`config.mk`:
```
export PLATFORM = sky130hd
export DESIGN_NAME = pipeline_ctrl
export DESIGN_NICKNAME = d
export VERILOG_FILES = /design/src/rtl/pipeline_ctrl_pkg.sv /design/src/rtl/pipeline_ctrl_hazard.sv /design/src/rtl/pipeline_ctrl.sv
export SDC_FILE = /design/constraint.sdc
export NUM_CORES = 1
export LEC_CHECK = 0
export CAP_MARGIN = 20
export CORE_ASPECT_RATIO = 1.5
export CORE_MARGIN = 2
export CORE_UTILIZATION = 49
export DETAILED_ROUTE_END_ITERATION = 16
export PLACE_DENSITY_LB_ADDON = 0.08
export SYNTH_ARGS = -nofsm -noshare
export SYNTH_HDL_FRONTEND = slang
export SYNTH_HIERARCHICAL = 1
export SYNTH_SLANG_ARGS = --single-unit
```
`constraint.sdc`:
```
create_clock -name clk -period 5 [get_ports clk]
set_input_delay 1.5 -clock clk [delete_from_list [all_inputs] [get_ports clk]]
set_output_delay 1.5 -clock clk [all_outputs]
set_load 0.1 [all_outputs]
```
`src/rtl/pipeline_ctrl_pkg.sv`:
```
`default_nettype none
// ============================================================================
// Module      : pipeline_ctrl_pkg
// Description : Shared constants for the pipeline controller. Holds the FSM
//               state encodings, the register-number width, the stall
//               counter width and the source-match helper.
// Revision    : 1.0 - initial release
// ============================================================================
package pipeline_ctrl_pkg;

    // Architectural register number width (R0..R15)
    localparam int REG_W   = 4;
    // Width of the saturating hazard-stall counter
    localparam int STALL_W = 16;

    // Controller FSM encodings
    localparam logic [0:0] ST_RUN      = 1'b0;
    localparam logic [0:0] ST_MEM_WAIT = 1'b1;

    // True when a stage writing i_dest would supply one of the ID sources.
    // The second source only counts when the ID instruction reads it.
    function automatic logic src_match(
        input logic [REG_W-1:0] i_dest,
        input logic             i_wb_en,
        input logic [REG_W-1:0] i_src1,
        input logic [REG_W-1:0] i_src2,
        input logic             i_two_src
    );
        return i_wb_en && ((i_dest == i_src1) || (i_two_src && (i_dest == i_src2)));
    endfunction

endpackage
`default_nettype wire

```
`src/rtl/pipeline_ctrl_hazard.sv`:
```
`default_nettype none
// ============================================================================
// Module      : hazard_detect
// Description : Purely combinational data-hazard comparator between the ID
//               instruction's sources and the EXE / MEM destinations.
//               Build option FORWARDING_EN: when defined only EXE load-use
//               matches stall; otherwise any EXE or MEM match stalls.
// Revision    : 1.0 - initial release
// ============================================================================
module hazard_detect
    import pipeline_ctrl_pkg::*;
(
    input  logic [REG_W-1:0] i_id_src1,
    input  logic [REG_W-1:0] i_id_src2,
    input  logic             i_id_src_valid,
    input  logic             i_id_two_src,
    input  logic [REG_W-1:0] i_exe_dest,
    input  logic             i_exe_wb_en,
    input  logic             i_exe_mem_read,
    input  logic [REG_W-1:0] i_mem_dest,
    input  logic             i_mem_wb_en,
    output logic             o_hazard
);

    logic w_exe_match;
    logic w_mem_match;

    // Per-stage source matches, qualified by the ID instruction reading a source
    always_comb begin
        w_exe_match = i_id_src_valid &&
                      src_match(i_exe_dest, i_exe_wb_en, i_id_src1, i_id_src2, i_id_two_src);
        w_mem_match = i_id_src_valid &&
                      src_match(i_mem_dest, i_mem_wb_en, i_id_src1, i_id_src2, i_id_two_src);
    end

`ifdef FORWARDING_EN
    // Forwarding covers everything except a load whose data is not back yet
    logic w_unused_mem;
    assign w_unused_mem = w_mem_match;
    assign o_hazard     = w_exe_match && i_exe_mem_read;
`else
    // No forwarding paths: any in-flight producer must drain first
    logic w_unused_ld;
    assign w_unused_ld = i_exe_mem_read;
    assign o_hazard    = w_exe_match || w_mem_match;
`endif

endmodule
`default_nettype wire

```
`src/rtl/pipeline_ctrl.sv`:
```
`default_nettype none
// ============================================================================
// Module      : pipeline_ctrl
// Description : Pipeline stall / flush controller. Arbitrates data-memory
//               wait freezes, branch flushes and data-hazard bubbles, keeps a
//               sticky memory-timeout flag and a saturating stall counter.
//               Build option FORWARDING_EN selects the hazard rule inside
//               hazard_detect.
// Revision    : 1.0 - initial release
// ============================================================================
module pipeline_ctrl
    import pipeline_ctrl_pkg::*;
#(
    parameter int MEM_TIMEOUT = 15
) (
    input  logic               clk,
    input  logic               rst,
    input  logic [REG_W-1:0]   id_src1,
    input  logic [REG_W-1:0]   id_src2,
    input  logic               id_src_valid,
    input  logic               id_two_src,
    input  logic [REG_W-1:0]   exe_dest,
    input  logic               exe_wb_en,
    input  logic               exe_mem_read,
    input  logic [REG_W-1:0]   mem_dest,
    input  logic               mem_wb_en,
    input  logic               branch_taken,
    input  logic               mem_req,
    input  logic               mem_ready,
    output logic               freeze_front,
    output logic               bubble_id,
    output logic               flush_front,
    output logic               freeze_all,
    output logic               mem_timeout_err,
    output logic [STALL_W-1:0] stall_cnt
);

    localparam int                  c_WAIT_W  = $clog2(MEM_TIMEOUT + 1);
    localparam logic [c_WAIT_W-1:0] c_TIMEOUT = c_WAIT_W'(MEM_TIMEOUT);

    logic [0:0]          r_state;
    logic [0:0]          w_state_nxt;
    logic [c_WAIT_W-1:0] r_wait_cnt;
    logic [c_WAIT_W-1:0] w_wait_nxt;
    logic                r_timeout_err;
    logic [STALL_W-1:0]  r_stall_cnt;
    logic                w_hazard;
    logic                w_mem_stall;
    logic                w_freeze_all;
    logic                w_flush;
    logic                w_bubble;

    hazard_detect u_hazard (
        .i_id_src1      (id_src1),
        .i_id_src2      (id_src2),
        .i_id_src_valid (id_src_valid),
        .i_id_two_src   (id_two_src),
        .i_exe_dest     (exe_dest),
        .i_exe_wb_en    (exe_wb_en),
        .i_exe_mem_read (exe_mem_read),
        .i_mem_dest     (mem_dest),
        .i_mem_wb_en    (mem_wb_en),
        .o_hazard       (w_hazard)
    );

    // Control priority: memory freeze, then branch flush, then hazard bubble;
    // everything is forced low while reset is held
    always_comb begin
        w_mem_stall  = (r_state == ST_RUN) ? (mem_req && !mem_ready) : !mem_ready;
        w_freeze_all = !rst && w_mem_stall;
        w_flush      = !rst && !w_freeze_all && branch_taken;
        w_bubble     = !rst && !w_freeze_all && !w_flush && w_hazard;
    end

    // Next state: enter the wait on an unready request, leave on ready
    always_comb begin
        w_state_nxt = r_state;
        case (r_state)
            ST_RUN:      if (mem_req && !mem_ready) w_state_nxt = ST_MEM_WAIT;
            ST_MEM_WAIT: if (mem_ready)             w_state_nxt = ST_RUN;
            default:                                w_state_nxt = ST_RUN;
        endcase
    end

    // Wait-counter next value: one step per unready MEM_WAIT cycle, saturating
    always_comb begin
        w_wait_nxt = r_wait_cnt;
        if (r_state == ST_RUN) begin
            w_wait_nxt = '0;
        end else if (!mem_ready && (r_wait_cnt != c_TIMEOUT)) begin
            w_wait_nxt = r_wait_cnt + 1'b1;
        end
    end

    // FSM state register
    always_ff @(posedge clk) begin
        if (rst) r_state <= ST_RUN;
        else     r_state <= w_state_nxt;
    end

    // Wait counter register; held at zero in RUN so each wait starts fresh
    always_ff @(posedge clk) begin
        if (rst) r_wait_cnt <= '0;
        else     r_wait_cnt <= w_wait_nxt;
    end

    // Sticky timeout flag, set on the edge the wait counter reaches the limit
    always_ff @(posedge clk) begin
        if (rst) begin
            r_timeout_err <= 1'b0;
        end else if ((r_state == ST_MEM_WAIT) && (w_wait_nxt == c_TIMEOUT)) begin
            r_timeout_err <= 1'b1;
        end
    end

    // Saturating count of bubbled cycles
    always_ff @(posedge clk) begin
        if (rst) begin
            r_stall_cnt <= '0;
        end else if (w_bubble && (r_stall_cnt != {STALL_W{1'b1}})) begin
            r_stall_cnt <= r_stall_cnt + 1'b1;
        end
    end

    assign freeze_all      = w_freeze_all;
    assign flush_front     = w_flush;
    assign freeze_front    = w_bubble;
    assign bubble_id       = w_bubble;
    assign mem_timeout_err = !rst && r_timeout_err;
    assign stall_cnt       = rst ? '0 : r_stall_cnt;

endmodule
`default_nettype wire

```
# Yosys cells after proc, flatten, opt, wreduce, memory -nomap -nowiden
# Index checks and enable logic that the tools add are counted.
[classes]
n_eq_ne = 7
reduce_logical = 23
bitwise_logic = 1
add_sub_neg = 2
n_mux = 7
[ops]
columns = ["cell", "n"]
rows = [
  ["16-bit by 1-bit adder with 16-bit output (second input constant)", 1],
  ["4-bit == test", 4],
  ["1-bit logical AND", 16],
  ["16-bit two-way mux", 1],
  ["16-bit inequality test (second input constant)", 1],
  ["4-bit two-way mux", 2],
  ["4-bit by 1-bit adder with 4-bit output (second input constant)", 1],
  ["4-bit == test (second input constant)", 1],
  ["1-bit logical NOT", 4],
  ["4-bit inequality test (second input constant)", 1],
  ["1-bit logical OR", 3],
  ["1-bit two-way mux", 3],
  ["1-bit one-hot mux with 2 select lines", 1],
  ["1-bit NOT", 1],
]
[word_totals]
in_bits = 26
word_cells = 44
out_inout_bits = 21
regBits = 22

# Logic depth before layout (Yosys ltp)
# Gate-level depths: netlist of the first run.
[depth]
ltp_word = 11
depth_mapped = 9
depth_no_buf = 9

# By module
# The synthesis of the first run kept the hierarchy.
[by_module_without_submodules]
columns = ["module", "instances", "cells_per_inst", "seq_area_each_um2", "area_per_inst_um2"]
rows = [
  ["pipeline_ctrl", 1, 148, 440.4, 1272.5],
  ["hazard_detect", 1, 25, 0.0, 188.9],
]

# Worst setup path after synthesis of the first run
# No wires, ideal clock.
[synth_timing]
path_kind = "input to output"
start = "input id_src2[2]"
end = "output freeze_front"
arrival_ns = 3.341
setup_slack_ns = 0.159
required_time_ns = 3.500
path_stages = 8
cell_sequence = "xor2_1 -> nor3_1 -> a31oi_1 -> o22ai_1 -> nor3b_4 -> nand2_1 -> clkinv_1 -> buf_4"
[synth_between]
elab_chain_len = 7
[synth_rtl]
columns = ["item", "line_no", "text"]
rows = [
  ["start, declared", "pipeline_ctrl.sv:19", "input logic [REG_W-1:0] id_src2,"],
  ["4-bit == test", "pipeline_ctrl_pkg.sv:29", "return i_wb_en && ((i_dest == i_src1) || (i_two_src && (i_dest == i_src2)));"],
  ["1-bit logical AND", "pipeline_ctrl_pkg.sv:29", ""],
  ["1-bit logical OR", "pipeline_ctrl_pkg.sv:29", ""],
  ["1-bit logical AND", "pipeline_ctrl_pkg.sv:29", ""],
  ["1-bit logical AND (on tied branches)", "pipeline_ctrl_hazard.sv:30, pipeline_ctrl_hazard.sv:32", ""],
  ["1-bit logical OR *", "pipeline_ctrl_hazard.sv:45", "assign o_hazard = w_exe_match || w_mem_match;"],
  ["via w_hazard", "pipeline_ctrl.sv:47", "logic w_hazard;"],
  ["1-bit logical AND *", "pipeline_ctrl.sv:72", "w_bubble = !rst && !w_freeze_all && !w_flush && w_hazard;"],
  ["end, declared", "pipeline_ctrl.sv:30", "output logic freeze_front,"],
]
# The timed path passes the listed nets; every way through them passes the cells marked *.

# Final worst setup path of the first run
[layout_timing]
start = "input exe_dest[1]"
end = "output freeze_front"
[layout_between]
elab_chain_len = 7
[layout_rtl]
columns = ["item", "line_no", "text"]
rows = [
  ["start, declared", "pipeline_ctrl.sv:22", "input logic [REG_W-1:0] exe_dest,"],
  ["4-bit == test", "pipeline_ctrl_pkg.sv:29", ""],
  ["1-bit logical AND", "pipeline_ctrl_pkg.sv:29", ""],
  ["1-bit logical OR *", "pipeline_ctrl_pkg.sv:29", ""],
  ["1-bit logical AND *", "pipeline_ctrl_pkg.sv:29", ""],
  ["1-bit logical AND *", "pipeline_ctrl_hazard.sv:30", "w_exe_match = i_id_src_valid &&"],
  ["1-bit logical OR *", "pipeline_ctrl_hazard.sv:45", ""],
  ["via w_hazard", "pipeline_ctrl.sv:47", ""],
  ["1-bit logical AND *", "pipeline_ctrl.sv:72", ""],
]
# Marks and branches as above.

==> impl_metrics.py, run 1 <==
metrics = {
    "outcome": {
        "status": "finished clean",
    },
    "timing": {
        "finalMaxSlewViolations": 0,
        "tightest_slew_ns": 0.442,
        "fin_crit_sh_pct": 96.8,
        "rsz0062_at_grt": "no",
        "hold_ws_ns": 0.528,
        "hold_violations": 0,
        "setup_viol": 0,
        "fin_tns_setup_ns": 0,
        "finalCriticalPeriod_ns": 4.84,
        "max_slew_margin_pct": 70.3,
        "max_freq_mhz": 207,
        "finClkSkew_ns": 0.00193,
    },
    "route": {
        "via_per_inst": 5.69,
        "ant_nets": 0,
        "first_iter_violations": 54,
        "dr_total_vias": 1467,
        "wl_per_cell_um": 15.2,
        "drc": 0,
        "dr.pass1.iters": 4,
        "wl_um": 3920,
    },
    "clock_network": {
        "cts_sinks": 22,
        "htreeDepth": 1,
        "postCtsSetupBuffers": 0,
        "cts_buffers": 3,
        "hold_buffers": 0,
        "cts_root_buf": "clkbuf_8",
        "clock_latency_ns": 0.27,
        "clk_pin_slew_ns": 0.08,
        "cts_tree": "built",
        "clockBufferDepth": 2,
    },
    "final_layout": {
        "layout-drive-gt1-share_pct": 17.4,
        "num-fill-cells": 221,
        "antenna_cells": 0,
        "final_nets": 248,
        "area_growth_pct": 51.7,
    },
    "worst_setup_path": {
        "worst-path-max-fanout": 4,
        "critPathKind": "input port to primary output",
        "rr_worst_depth": 4,
        "cp_data_required_time_ns": 3.50,
        "startpoint_type": "input port",
        "arrival_ns": 3.34,
        "cp-end-kind": "primary output",
    },
    "die": {
        "die_h_um": 70.9,
        "die_area_sq_um": 3440,
        "rows": 24,
        "start_util_pct": 50.7,
        "ios": 47,
        "core_sq_um": 2880,
        "die_x_um": 48.6,
    },
    "grt": {
        "gr-total-overflow": 0,
        "grt_pass1_wl_um": 6720,
        "grt_usage_pct": 24.3,
        "grt_start_max_net_pins": 29,
        "grt_pass1_vias": 1569,
        "antenna_found_initial": 0,
    },
    "synthesis": {
        "synth_area_sq_um": 1460,
        "yosys_most_used_dff": "dfxtp_1",
        "synthArstFlopShare_pct": 0,
        "syn_inst": 173,
        "synth_nets": 201,
        "synth.distinct_cells": 44,
        "synth_edf_count": 0,
        "synth_seq_cells": 22,
        "synth-seq-area-share_pct": 30.1,
        "avgSynthCellArea_sq_um": 8.45,
        "yosys_warnings": 6,
    },
    "flow_run": {
        "drv_cap": 0,
    },
    "power_and_ir_drop": {
        "ir_drop_mv": 0.136,
        "p_per_area_nw_per_um2": 167,
        "leakage_nw": 0.832,
    },
    "worst_hold_path": {
        "whs_path_depth": 1,
        "hold_path_class": "register to register",
    },
    "place": {
        "dpl.hpwl_um": 3060,
        "gp_routability_congestion": 0.829,
        "io_buffers": 45,
    },
}
-- synthesized netlist by cell type, types with 2 or more instances --
cell,count,share of area [%]
o21ai_0,3,1.0
or3_1,3,1.3
xnor2_1,3,1.8
nand3_1,4,1.4
ha_1,2,1.7
nor2_1,23,5.9
o31ai_1,3,1.5
a311oi_1,2,1.2
mux2_1,10,7.7
inv_1,8,2.1
a31oi_1,4,1.7
nand2_1,8,2.1
xor2_1,14,8.4
clkbuf_1,3,0.77
and4_1,2,1.2
a21oi_1,5,1.7
dfxtp_1,22,30
nor2b_1,10,4.3
nor4_1,7,3.0
nor3_1,7,2.4
nand2b_1,3,1.3
mux2i_1,2,1.4
nand4_1,4,1.7
-- critical path, stage by stage --
cell and delay (ns):
clkdlybuf4s50_1 0.45, xor2_1 0.18, nor4_1 0.28, a31oi_1 0.07, o22ai_1 0.18, nor3b_4 0.21, nand2_1 0.11, inv_2 0.16
buf_12 0.19
-- through the flow --
step	area (sq um)	total power, W	utilization (%)	cells	setup WS [ns]
after floorplan	1460	0.000210	-	173	0.159
after global placement	2160	0.000242	75.0	254	0.186
after detailed placement	2160	0.000244	75.0	254	0.147
after CTS	2220	0.000370	76.9	258	0.138
after global routing	2220	0.000381	76.9	258	0.00578
final	2220	0.000370	76.9	258	0.159
-- path summary, 6_finish.rpt --
check / start / end / slack, ns
max: exe_dest[1] / freeze_front / 0.16
min: r_stall_cnt[0] / r_stall_cnt[0] / 0.53
max reg2reg: r_stall_cnt[12] / r_stall_cnt[1] / 3.18
min reg2reg: r_stall_cnt[0] / r_stall_cnt[0] / 0.53
-- registers in the layout, summed over array words and instances, names as in the netlist --
| signal | flops |
|---|---|
| r_stall_cnt | 16 |
| r_state | 1 |
| r_timeout_err | 1 |
| r_wait_cnt | 4 |
-- cell usage in the layout, fill, tap and decap left out, drive strengths merged, types with 2 or more instances in the layout --
cell type	Yosys	layout
buf	2	23
a31oi	4	4
nor4	8	8
nand4	6	6
nor2	23	23
a311oi	2	2
xor2	14	14
nand3	5	5
clkdlybuf4s50	0	24
dfxtp	22	22
mux2i	2	2
mux2	10	10
ha	2	2
inv	8	9
nand2	8	8
and4	2	2
xnor2	3	3
nand2b	3	3
a21oi	5	5
or3	3	3
clkbuf	3	4
nor3	8	8
o31ai	3	3
nor2b	10	10
o21ai	3	3
-- routing by layer --
metal	GRT usage (%)	vias to the layer above	part of all wire, %
met5	0	-	0
met4	7.94	0	1.6
met3	3.38	6	4.7
met2	50.2	49	58
met1	24.2	696	36
li1	-	716	-
-- report_power, final --
part / switching [W] / leakage (nW) / internal [W]
sequential: 0.000000890 / 0.177 / 0.000176
clock: 0.0000601 / 0.0288 / 0.0000703
combinational: 0.0000310 / 0.626 / 0.0000324
-- final cells by class --
| class | count | area [sq um] | share of cell area (%) |
|---|---|---|---|
| multi-input cells | 137 | 963 | 43.5 |
| flip-flops and latches | 22 | 440 | 19.9 |
| repair buffers | 47 | 676 | 30.5 |
| clock buffers | 4 | 55.1 | 2.48 |
| inverters | 9 | 33.8 | 1.52 |
| well taps | 39 | 48.8 | 2.20 |
-- cell families after synthesis --
family	after synthesis	synth area share, %
buf+inv	14	3.94
fa+ha+maj	2	1.71
flops	22	30.1
xor+xnor	17	10.2
compound gates	23	11.1
simple gates	83	33.8
mux	12	9.08
-- what timing repair did --
action | in CTS | in global routing
resized for setup | 0 | 1
setup endpoints to repair | 0 | 2
endpoints found under the hold margin | 0 | 0
Power figures use the tool's default switching activity.
==> inputs of run 2 (changes only) <==
Settings changed: SLEW_MARGIN set to 15.
==> results of run 2 <==
Final layout, timing and power as in run 1 (identical DEF).
==> variant 1 (flow settings as in run 1) <==
`MEM_TIMEOUT`: 15 -> 30.
--- a/src/rtl/pipeline_ctrl.sv
+++ b/src/rtl/pipeline_ctrl.sv
@@ -12,5 +12,5 @@
     import pipeline_ctrl_pkg::*;
 #(
-    parameter int MEM_TIMEOUT = 15
+    parameter int MEM_TIMEOUT = 30
 ) (
     input  logic               clk,
Function: same outputs for any inputs over 10 cycles, from zero or initial values and one cycle with rst high; that may be too few to reach the edited logic, so the function may still have changed.
==> variant 1 against run 1 <==
Area after synthesis rose by 8.0%. Global-route usage fell by 0.28 points. Power rose by 0.19%. Setup slack got worse by 0.092 ns. Die area rose by 7.4%. Sequential cell count rose by 1. Design area rose by 6.7%. Wire length rose by 3.9%. Count of clock-buffer cells in the layout did not move. Critical endpoint unchanged. Largest power group unchanged. Highest routed layer unchanged.
==> variant 1: results (changes against run 1) <==
crit path from=id_src1[2] (was exe_dest[1]); clock-cell share of area=1.90% (was 2.48%); metal3 WL=172 µm (was 183 µm); GRT Util Overall=24.0% (was 24.3%); Clk. pwr=0.119 mW (was 0.130 mW); final net count=270 (was 248); post-synthesis compound-gate area fraction=14.4% (was 11.1%); top flop regs=r_stall_cnt x16, r_wait_cnt x5 (was r_stall_cnt x16, r_wait_cnt x4); Mapped Nets=219 (was 201); Slew headroom=67.4% (was 70.3%); Post-DP Area=2310 µm² (was 2160 µm²); share of cells above drive strength 1=21.3% (was 17.4%); Worst R2R Start=r_stall_cnt[0] (was r_stall_cnt[12]); first-pass GRT wire length=6.81 mm (was 6.72 mm); Seq/Total Area, Yosys=29.2% (was 30.1%); Reg area=460 µm² (was 440 µm²); Row Count=25 (was 24); non-clk buf share=29.5% (was 30.5%); Inverters, non-clock=14 (was 9); largest net degree at the start of global routing=13 (was 29); Sw Share=25.9% (was 24.8%); GR Util met2=46.9% (was 50.2%); dpl ws=0.0502 ns (was 0.147 ns); area occupied by multi-input gates=1050 µm² (was 963 µm²); Netlist cell types=45 (was 44); status=finished, final reports clean (unchanged); Setup Skew=0.00295 ns (was 0.00193 ns); Leak=0.860 nW (was 0.832 nW); final RePlAce weighted congestion=0.832 (was 0.829); Post-synth top cells=dfxtp_1, nor2_1, inv_1, xor2_1 (was nor2_1, dfxtp_1, xor2_1); wire length on met1=1.41 mm (was 1.39 mm); xor/xnor share of the synthesized area=9.99% (was 10.2%); Design Power=0.371 mW (was 0.370 mW); Mapped Cells=190 (was 173); grt met3 use=4.07% (was 3.38%); Power Combinational=0.0674 mW (was 0.0634 mW); mux share of post-synthesis cell area=9.28% (was 9.08%); multi-input gates=149 (was 137); GR Layer Usage met1=22.7% (was 24.2%); pwr/cell area=157 nW/µm² (was 167 nW/µm²); worst path arrival time=3.43 ns (was 3.34 ns); # fillers=226 (was 221); Signal buffers=50 (was 47); mean routed wirelength per cell=14.5 µm (was 15.2 µm)
==> variant 1: cell types whose count changed after synthesis, moves of 4 or more <==
cell,run 1,this run
inv_1,8,14
mux2_1,10,0
mux2_2,0,13
nand2_1,8,13
nor2_1,23,19
==> variant 1: logic make-up after synthesis <==
family	count (synthesis)
simple gates	84
compound gates	31
flops	23
xor+xnor	18
buf+inv	18
mux	13
fa+ha+maj	3
==> variant 1: worst reg2reg max path, cell delays in order (launching register included) <==
cell and delay [ns]:
dfxtp_1 0.40, ha_1 0.25, nand3_1 0.20, or3_1 0.49, o21ai_1 0.27, mux2_2 0.37
==> variant 1: path summary, 6_finish.rpt <==
check | endpoint | slack, ns | depth (start not counted)
worst min-delay path | r_timeout_err | 0.46 | 2
worst min register to register | r_timeout_err | 0.46 | 2
worst max-delay path | freeze_front | 0.07 | 9
worst max register to register | r_stall_cnt[1] | 2.92 | 5
==> variant 2 (flow settings as in run 1) <==
Made on the original files. Reset style: asynchronous (`rst`), changed in 4 clocked blocks.
--- a/src/rtl/pipeline_ctrl.sv
+++ b/src/rtl/pipeline_ctrl.sv
@@ -94,5 +94,5 @@
 
     // FSM state register
-    always_ff @(posedge clk) begin
+    always_ff @(posedge clk or posedge rst) begin
         if (rst) r_state <= ST_RUN;
         else     r_state <= w_state_nxt;
@@ -100,5 +100,5 @@
 
     // Wait counter register; held at zero in RUN so each wait starts fresh
-    always_ff @(posedge clk) begin
+    always_ff @(posedge clk or posedge rst) begin
         if (rst) r_wait_cnt <= '0;
         else     r_wait_cnt <= w_wait_nxt;
@@ -106,5 +106,5 @@
 
     // Sticky timeout flag, set on the edge the wait counter reaches the limit
-    always_ff @(posedge clk) begin
+    always_ff @(posedge clk or posedge rst) begin
         if (rst) begin
             r_timeout_err <= 1'b0;
@@ -115,5 +115,5 @@
 
     // Saturating count of bubbled cycles
-    always_ff @(posedge clk) begin
+    always_ff @(posedge clk or posedge rst) begin
         if (rst) begin
             r_stall_cnt <= '0;
Check against the original RTL: no difference found for any inputs over 10 cycles, from zero or initial values and one cycle with rst high; that may be too few to reach the edited logic, so the function may still have changed.
==> variant 2 against run 1 <==
Clock skew increased by 0.0011 ns. Sequential cell count did not move. Count of clock-buffer cells in the layout shrank 1. Power is 30% higher. Sequential share of layout area grew 5.0 points. Setup slack worse by 0.059 ns. Sequential power rose by 9.6%. Wire length down 14%. Area after synthesis shrank 3.6%. Die area shrank 3.4%. Core utilization rose by 4.9 points. Design area fell by 0.17%. Register-to-register slack got worse by 0.11 ns. Critical endpoint is now bubble_id.
==> variant 2: results (changes against run 1) <==
status=finished, final reports clean (unchanged); fmax=204 MHz (was 207 MHz); Setup Skew=0.00302 ns (was 0.00193 ns); post-DP HPWL=2.68 mm (was 3.06 mm); final net count=222 (was 248); Leak=1.05 nW (was 0.832 nW); final RePlAce weighted congestion=0.825 (was 0.829); Sequential Power=0.194 mW (was 0.177 mW); Mapped Nets=172 (was 201); Post-DP Area=2130 µm² (was 2160 µm²); Worst Reg-to-Reg Cells=5 (was 4); R2R Path End=r_stall_cnt[5] (was r_stall_cnt[1]); Synth Area per Inst=9.78 µm² (was 8.45 µm²); Starting DRT DRC Count=19 (was 54); Worst Tran Pin Value=0.613 ns (was 0.442 ns); GRT Util Overall=22.6% (was 24.3%); crit path from=id_src1[0] (was exe_dest[1]); Synth Flop Type=dfrtp_1 (was dfxtp_1); Vias per Instance=5.42 (was 5.69); Seq/Total Area, Yosys=39.1% (was 30.1%); Worst Path Max Fanout=3 (was 4); mean routed wirelength per cell=14.6 µm (was 15.2 µm); critical path capture point=bubble_id (was freeze_front); # fillers=184 (was 221); largest net degree at the start of global routing=23 (was 29); Final Routed Wirelength=3.37 mm (was 3.92 mm); share of cells above drive strength 1=19.2% (was 17.4%); post-synthesis compound-gate area fraction=5.60% (was 11.1%); number of global-route vias before repair=1268 (was 1569); top cells by area, synth=dfrtp_1, xor2_1, nor2b_1, nor4_1, xnor2_1 (was dfxtp_1, xor2_1, mux2_1, nor2_1, nor2b_1); peak supply drop=279 µV (was 136 µV)
[variant 2: changes by cell type in the layout (fill, tap and decap cells not counted), moves of 4 or more]
cell / delta
clkdlybuf4s50_1: -4
nor2b_1: +6
a21oi_1: -4
nor2_1: -18
dfrtp_1: +22
xor2_1: +12
dfxtp_1: -22
dlymetal6s2s_1: +4
mux2_1: -10
[variant 2: stage by stage]
| step | total power [mW] | util, % |
|---|---|---|
| floorplan | 0.264 | - |
| global placement | 0.317 | 78.6 |
| detailed placement | 0.321 | 78.6 |
| CTS | 0.486 | 81.2 |
| global route | 0.502 | 81.8 |
| finish | 0.482 | 81.8 |
[variant 2: worst min-delay path by stage]
stage / start / to / slack [ns] / depth (start not counted)
CTS: r_timeout_err / r_timeout_err / 0.49 / 1
global placement: r_timeout_err / r_timeout_err / 0.45 / 1
finish: r_timeout_err / r_timeout_err / 0.48 / 1
floorplan: r_timeout_err / r_timeout_err / 0.43 / 1
global route: r_timeout_err / r_timeout_err / 0.51 / 1
detailed placement: r_timeout_err / r_timeout_err / 0.47 / 1
[variant 2: layout make-up]
cell class	count	area, µm²	share of cell area, %
inverter	6	26.3	1.19
tap	37	46.3	2.09
sequential	22	551	24.9
clock buffer	3	41.3	1.87
clock inverter	1	30.0	1.36
multi-input combinational	113	826	37.3
timing repair buffer	48	693	31.3
[variant 2: timing repair]
action                     CTS  global route
setup endpoints to repair    0             2
hold buffers                 0             0
buffers inserted             0             0
gates resized for setup      0             5
[variant 2: layer usage]
layer / track usage, % / up-vias / wire [µm]
met1: 24.3 / 595 / 1240
met4: 11.1 / 0 / 92
li1: - / 604 / -
met3: 3.39 / 7 / 192
met2: 39.3 / 41 / 1840
met5: 0 / - / 0
